File: src/rtl/tsp16_pkg.sv
// Shared definitions for the 16-bit pipeline: opcode constants, opcode
// field helper and the memory-stage FSM state type.
package tsp16_pkg;

  localparam logic [3:0] OP_LDR = 4'h6;
  localparam logic [3:0] OP_STR = 4'h7;

  typedef enum logic {
    IDLE      = 1'b0,
    LOAD_WAIT = 1'b1
  } mau_state_t;

  // Major opcode lives in the top nibble of every instruction word.
  function automatic logic [3:0] opcode_of(input logic [15:0] instr);
    return instr[15:12];
  endfunction

endpackage

File: src/rtl/mem_access_unit.sv
// Memory-stage load/store initiator. Issues stores in the same cycle the
// execute bundle arrives, issues loads to a synchronous-read memory and
// stalls execute for the one cycle the read data takes to come back.
// Every instruction leaves as a registered memory-stage bundle.
//
// Optional build macro MAU_FAULT_EN: loads/stores above MEM_TOP are
// suppressed and flagged on mem_fault instead of reaching memory.
module mem_access_unit
  import tsp16_pkg::*;
#(
  parameter int              AW      = 16,
  parameter int              DW      = 16,
  parameter logic [AW-1:0]   MEM_TOP = AW'(16'hFFFF)
) (
  input  logic          clk,
  input  logic          reset,
  input  logic          execute_done,
  input  logic          execute_is_dependent,
  input  logic [DW-1:0] execute_result,
  input  logic [15:0]   execute_instr,
  input  logic [DW-1:0] execute_store_data,
  input  logic [DW-1:0] mem_read_output,
  output logic          mem_write,
  output logic [AW-1:0] mem_write_address,
  output logic [DW-1:0] mem_write_input,
  output logic [AW-1:0] mem_read_address,
  output logic          memory_stall,
  output logic          memory_done,
  output logic          memory_is_dependent,
  output logic [DW-1:0] memory_result,
  output logic [15:0]   memory_instr,
  output logic          mem_fault
);

  mau_state_t    state, state_next;

  // Load context held across the wait cycle.
  logic [AW-1:0] ld_addr, ld_addr_next;
  logic [15:0]   ld_instr, ld_instr_next;
  logic          ld_dep, ld_dep_next;

  logic          done_next, dep_next, fault_next;
  logic [DW-1:0] result_next;
  logic [15:0]   instr_next;

  logic [AW-1:0] exec_addr;
  logic          is_ldr, is_str, addr_fault;

  assign exec_addr = AW'(execute_result);
  assign is_ldr    = (opcode_of(execute_instr) == OP_LDR);
  assign is_str    = (opcode_of(execute_instr) == OP_STR);

`ifdef MAU_FAULT_EN
  assign addr_fault = (exec_addr > MEM_TOP);
`else
  assign addr_fault = 1'b0;
`endif

  // Next-state, next-bundle and combinational memory-port decode.
  always_comb begin
    // NOTE: every signal gets a default before any branch so no path can
    // leave one unassigned and infer a latch.
    state_next        = state;
    ld_addr_next      = ld_addr;
    ld_instr_next     = ld_instr;
    ld_dep_next       = ld_dep;
    done_next         = 1'b0;
    dep_next          = memory_is_dependent;
    result_next       = memory_result;
    instr_next        = memory_instr;
    fault_next        = 1'b0;
    mem_write         = 1'b0;
    mem_write_address = '0;
    mem_write_input   = '0;
    mem_read_address  = '0;
    memory_stall      = 1'b0;

    case (state)
      IDLE: begin
        if (execute_done) begin
          if ((is_ldr || is_str) && addr_fault) begin
            // Out-of-range access: no memory traffic, emit a flagged bundle.
            done_next   = 1'b1;
            dep_next    = 1'b0;
            result_next = '0;
            instr_next  = execute_instr;
            fault_next  = 1'b1;
          end else if (is_str) begin
            mem_write         = 1'b1;
            mem_write_address = exec_addr;
            mem_write_input   = execute_store_data;
            done_next         = 1'b1;
            dep_next          = 1'b0;
            result_next       = execute_result;
            instr_next        = execute_instr;
          end else if (is_ldr) begin
            mem_read_address = exec_addr;
            memory_stall     = 1'b1;
            ld_addr_next     = exec_addr;
            ld_instr_next    = execute_instr;
            ld_dep_next      = execute_is_dependent;
            state_next       = LOAD_WAIT;
          end else begin
            done_next   = 1'b1;
            dep_next    = execute_is_dependent;
            result_next = execute_result;
            instr_next  = execute_instr;
          end
        end
      end

      LOAD_WAIT: begin
        // Read data is valid now; the held execute bundle is the same load
        // and is deliberately ignored.
        mem_read_address = ld_addr;
        done_next        = 1'b1;
        dep_next         = ld_dep;
        result_next      = mem_read_output;
        instr_next       = ld_instr;
        state_next       = IDLE;
      end

      default: state_next = IDLE;
    endcase

    // Memory ports and stall stay quiet while reset is asserted.
    if (reset) begin
      mem_write         = 1'b0;
      mem_write_address = '0;
      mem_write_input   = '0;
      mem_read_address  = '0;
      memory_stall      = 1'b0;
    end
  end

  // FSM state register.
  always_ff @(posedge clk or posedge reset) begin
    // NOTE: non-blocking assignments keep every register sampling the
    // pre-edge values, independent of block ordering.
    if (reset) state <= IDLE;
    else       state <= state_next;
  end

  // Memory-stage bundle and load-context registers.
  always_ff @(posedge clk or posedge reset) begin
    if (reset) begin
      memory_done         <= 1'b0;
      memory_is_dependent <= 1'b0;
      memory_result       <= '0;
      memory_instr        <= '0;
      ld_addr             <= '0;
      ld_instr            <= '0;
      ld_dep              <= 1'b0;
    end else begin
      memory_done         <= done_next;
      memory_is_dependent <= dep_next;
      memory_result       <= result_next;
      memory_instr        <= instr_next;
      ld_addr             <= ld_addr_next;
      ld_instr            <= ld_instr_next;
      ld_dep              <= ld_dep_next;
    end
  end

`ifdef MAU_FAULT_EN
  // Fault flag is high only for the cycle its bundle is presented.
  always_ff @(posedge clk or posedge reset) begin
    if (reset) mem_fault <= 1'b0;
    else       mem_fault <= fault_next;
  end
`else
  // Range checking compiled out: flag tied low, limit intentionally unused.
  logic unused_fault_cfg;
  assign unused_fault_cfg = fault_next ^ (^MEM_TOP);
  assign mem_fault        = 1'b0;
`endif

endmodule

File: config.mk
export PLATFORM = sky130hd
export DESIGN_NAME = mem_access_unit
export DESIGN_NICKNAME = d
export VERILOG_FILES = /design/src/rtl/tsp16_pkg.sv /design/src/rtl/mem_access_unit.sv
export SDC_FILE = /design/constraint.sdc
export NUM_CORES = 1
export LEC_CHECK = 0
export BUFFER_PORTS_ARGS = -buffer_cell sky130_fd_sc_hd__clkbuf_2
export CORE_ASPECT_RATIO = 0.8
export CORE_MARGIN = 2
export CORE_UTILIZATION = 35
export DETAILED_ROUTE_END_ITERATION = 10
export GPL_ROUTABILITY_DRIVEN = 0
export PLACE_DENSITY_LB_ADDON = 0.05
export SYNTH_ARGS = -nofsm -noshare
export SYNTH_HDL_FRONTEND = slang
export SYNTH_SLANG_ARGS = --single-unit
File: constraint.sdc
create_clock -name clk -period 3.6 [get_ports clk]
set_clock_uncertainty 0.15 [all_clocks]
set_input_delay 0.9 -clock clk [delete_from_list [all_inputs] [get_ports clk]]
set_output_delay 0.9 -clock clk [all_outputs]
set_load 0.005 [all_outputs]
Word level (Yosys, flattened, before mapping)
Index checks and enable logic that the tools add are counted.
{"block": "classes", "eq_ne": 4, "mux": 39, "bitwise_logic": 2, "reduce_logical": 2}
{"cell": "2-to-1 mux 16 bit", "count": 18}
{"cell": "case mux 16 bit (2 select lines)", "count": 3}
{"cell": "2-to-1 mux 1 bit", "count": 15}
{"cell": "== test 4 x 3 -> 1 bit, second input constant", "count": 2}
{"cell": "case mux 1 bit (2 select lines)", "count": 3}
{"cell": "AND reduction 4 bit", "count": 1}
{"cell": "inequality test 3 bit, second input constant", "count": 1}
{"cell": "inequality test 2 bit, second input constant", "count": 1}
{"cell": "NOT 1 bit", "count": 2}
{"cell": "AND reduction 2 bit", "count": 1}
{"block": "totals", "reg_bits": 68, "input_bits": 68, "out_inout_bits": 85, "word_cells": 55}

Depth between registers and ports, before layout
{"block": "logic_depth", "ltp_word": 6, "ltp_mapped": 6}

Least setup slack after synthesis
OpenSTA, ideal clock, no wires.
{"block": "synth_timing", "path_kind": "input to output", "from": "in execute_done", "to": "out mem_read_address[14]", "arrival_ps": 1830, "setup_slack_ps": 720, "path_stages": 6, "n_path_buf": 3, "cell_sequence": "buf_4 > and2b_1 > buf_4 > clkbuf_1 > a32oi_1 > nor2_1"}
{"block": "synth_between", "elab_chain_cells": 3}
{"element": "start, declared", "line_no": "mem_access_unit.sv:17", "source": "input logic execute_done,"}
{"element": "2-to-1 mux 16 bit", "line_no": "mem_access_unit.sv:80", "source": "if (execute_done) begin"}
{"element": "case mux 16 bit (2 select lines)", "line_no": "mem_access_unit.sv:78", "source": "case (state)"}
{"element": "2-to-1 mux 16 bit", "line_no": "mem_access_unit.sv:127", "source": "if (reset) begin"}
{"element": "end, declared", "line_no": "mem_access_unit.sv:26", "source": "output logic [AW-1:0] mem_read_address,"}
No other way between the ends.

Worst setup path in the final report
{"block": "layout_timing", "from": "in execute_instr[15]", "to": "out mem_write_address[7]"}
{"block": "layout_between", "elab_chain_cells": 5}
{"element": "start, declared", "line_no": "mem_access_unit.sv:20", "source": "input logic [15:0] execute_instr,"}
{"element": "== test 4 x 3 -> 1 bit", "line_no": "mem_access_unit.sv:51", "source": "assign is_str = (opcode_of(execute_instr) == OP_STR);"}
{"element": "2-to-1 mux 16 bit", "line_no": "mem_access_unit.sv:88", "source": "end else if (is_str) begin"}
{"element": "2-to-1 mux 16 bit", "line_no": "mem_access_unit.sv:80"}
{"element": "2-to-1 mux 16 bit", "line_no": "mem_access_unit.sv:78"}
{"element": "2-to-1 mux 16 bit", "line_no": "mem_access_unit.sv:127"}
{"element": "end, declared", "line_no": "mem_access_unit.sv:24", "source": "output logic [AW-1:0] mem_write_address,"}
No other way between the ends.

==> results by group <==
Finish
  • Final design area excluding fillers: 4640 um2
  • Most common cell after layout, fill and taps aside: clkbuf_2
  • Share of post-route cells with drive strength above 1: 0.383
  • Highest-count cells in the layout ignoring fill and taps: clkbuf_2, dfrtp_1, a21oi_1, and2_1, o21ai_0
  • Ant diodes: 0
  • Total of fill cells in the finished design: ~950
  • Final net count: 551
  • Layout-stage area growth over the synthesis result: 32.9%

CTS
  • Post-cts sizing count: 0
  • Library cell used as clock root buffer: clkbuf_16
  • TritonCTS clock tree: done
  • Worst skew pair latency: 0.33 ns
  • Total CTS buffers: 9
  • Level count of the clock H-tree: 3
  • Buffers inserted during post-CTS setup optimization: 0
  • Maximum buffer depth of the clock tree: 2
  • CTS sink count: roughly 70
  • Cts hold-fix bufs: 0
  • CTS clk-pin slew, worst paths: ~0.05 ns

Timing
  • Time the worst path needs with I/O delays and setup: around 3.2 ns
  • Final count of negative-setup-slack endpoints: 0
  • Setup repair after global routing missed its margin: false
  • Headroom to the max-slew limit: 0.323
  • Highest clock rate: ~0.31 GHz
  • Part of the cycle the worst path needs: 0.898
  • Pin slew with the least headroom to its limit: 1.01 ns
  • Max-slew violation count: 0
  • Final setup margin: 0.366 ns
  • Number of endpoints with negative hold slack in the final report: 0
  • Total Negative Setup Slacks: 0 ns

Drt
  • Remaining number of nets flagged by the antenna check after routing: 0
  • Number of violations reported at the end of detailed-routing iteration 0: 138
  • Via density per instance: a little over 5
  • Total wire length after detailed routing: 10,400 um
  • Routed length per instance: 16.7 um
  • Number of vias in the routed layout: between 3,000 and 4,000
  • DRC Markers: 0
  • DRT Pass-1 Iters: 4

Place
  • Count of input and output buffers: 151
  • Area post-placement: 4340 um2
  • Dpl hpwl: between 6000 and 7000 um
  • Worst slack at placement: 0.372 ns

Setup path
  • Family of cells with the greatest summed delay on the critical path: simple AND/OR/NAND/NOR gates
  • R2R Setup Slk: 1.67 ns
  • Delay of the slowest cell on the worst path: 0.31 ns
  • Startpoint of the worst register-to-register path: state
  • Data required time at the worst endpoint: 2.55 ns
  • Stages on worst setup path: 6
  • Cell-by-cell trace of the critical path: clkbuf_2 > nand3b_1 > nor4b_4 > buf_4 > and2_1 > clkbuf_2
  • Buf+Inv Stages, Crit Path: 3
  • Worst setup endpoint: mem_write_address[7]
  • Slowest library cell on the worst path: buf_4
  • Type of the setup path with the least slack: in -> out
  • Reg-to-reg endpoint: ld_dep
  • Endpoint arrival time on the critical path: 2.18 ns
  • Category of the worst setup path capture point: output port
  • Kind of start point of the critical path: primary input
  • Critical Path Fanout Max: 33
  • Worst reg2reg path depth: 5
  • Top cell by count, worst path: clkbuf_2
  • CP startpoint: execute_instr[15]

Yosys
  • Total of flip-flops plus latches after synthesis: 68
  • Share of async-settable or async-resettable flops after synthesis: 1.00
  • Yosys warns: 0
  • Most common flop cell mapped by yosys: dfrtp_1
  • Number of nets produced by synthesis: 414
  • Mapped cell area: 3490 um2
  • Avg Inst Size Synth: 10.1 um2
  • Count of cell types in the netlist: 29
  • Fraction of the yosys area taken by sequential cells: 0.488
  • Number of enable flip-flop cells after synthesis: 0
  • Post-Synthesis Cells: approximately 350

Die
  • Initial Util: 0.362
  • Die width: 116 um
  • Die area: 10,800 um2
  • Core box area: between 9000 and 10,000 um2
  • Top-Level Pins: 153
  • Cell Rows: 32
  • Height of the chip: 93.3 um

Hold path
  • Class of the most critical hold timing path: reg -> reg
  • Hold path depth: 1

GRT
  • Global route overflow: 0
  • Number of antenna violations at the first check in global routing: 0
  • Total Routing Usage GR: 0.196
  • Global-route wire length before repair: 16,200 um
  • Vias in the first global route: 3,135
  • Largest net degree at the start of global routing: 84

Pwr
  • Static leakage power: 2.25 nW
  • Pwr Density: 458 nW/um2
  • Worst ir drop on vdd: 258 uV

Run status
  • Status: finished clean

Flow run
  • Maxcap violations: 0
worst register-to-register path, cell delays in order (launching register included):
cell and delay (ns):
dfrtp_2 0.35, and2b_1 0.18, buf_4 0.21, nand2_4 0.09, buf_4 0.41, mux2_2 0.40
kinds of logic (layout without fill, tap and decap cells):
logic type	Yosys count	count (layout)	synth area share
compound gates	115	115	0.198
mux	29	29	0.0936
buf+inv	40	180	0.0560
other cells	1	1	0.00108
simple gates	93	93	0.164
flops	68	68	0.488
cell type report:
| class | instances | area, um2 | area share |
|---|---|---|---|
| multi-input cells | 238 | 1600 | 0.344 |
| inverters | 5 | 18.8 | 0.00405 |
| flip-flops and latches | 68 | 1700 | 0.367 |
| clock buffers | 12 | 256 | 0.0553 |
| repair buffers | 161 | 856 | 0.185 |
| clock inverters | 2 | 35.0 | 0.00756 |
| well taps | 136 | 170 | 0.0367 |
worst min path at each step:
stage | start | endpoint | slack (ns)
floorplan | ld_instr[13] | ld_instr[13] | 0.28
global placement | ld_instr[13] | ld_instr[13] | 0.30
detailed placement | ld_instr[13] | ld_instr[13] | 0.30
CTS | ld_instr[13] | ld_instr[13] | 0.32
global route | ld_instr[11] | ld_instr[11] | 0.35
finish | ld_instr[13] | ld_instr[13] | 0.32
state kept, by name (all words and copies together) (netlist names):
name / flops
memory_result: 16
memory_instr: 16
state: 1
memory_is_dependent: 1
ld_dep: 1
ld_instr: 16
ld_addr: 16
memory_done: 1
report_power, final:
part           switching, mW  internal (mW)  total, mW
Combinational          0.151          0.148      0.299
Sequential            0.0602          0.891      0.951
Clock                  0.310          0.565      0.875
Total                  0.520           1.60       2.12
stage by stage:
step	hold WS [ns]	util	std cells	total power [mW]
final	0.320	0.480	622	2.12
after detailed placement	0.304	0.450	608	1.27
after global placement	0.303	0.450	608	1.26
after CTS	0.322	0.480	622	2.15
after floorplan	0.285	-	346	1.12
after global routing	0.355	0.480	622	2.23
synth_stat cells, drive strengths merged (3+ instances only):
master / count / area share
inv: 5 / 0.0054
buf: 15 / 0.029
nor2: 19 / 0.020
nor2b: 29 / 0.052
a21oi: 33 / 0.047
clkbuf: 20 / 0.022
a32oi: 17 / 0.043
dfrtp: 68 / 0.49
nand2: 3 / 0.0054
o21ai: 31 / 0.044
and2: 33 / 0.059
a31oi: 28 / 0.050
mux2: 29 / 0.094
layer usage:
| metal | vias up | global-route usage | part of all wire |
|---|---|---|---|
| li1 | 1510 | - | - |
| met1 | 1525 | 0.266 | 0.46 |
| met2 | 103 | 0.294 | 0.46 |
| met3 | 14 | 0.0564 | 0.062 |
| met4 | 0 | 0.0784 | 0.016 |
| met5 | - | 0 | 0 |
(Power assumes the default switching activity.)
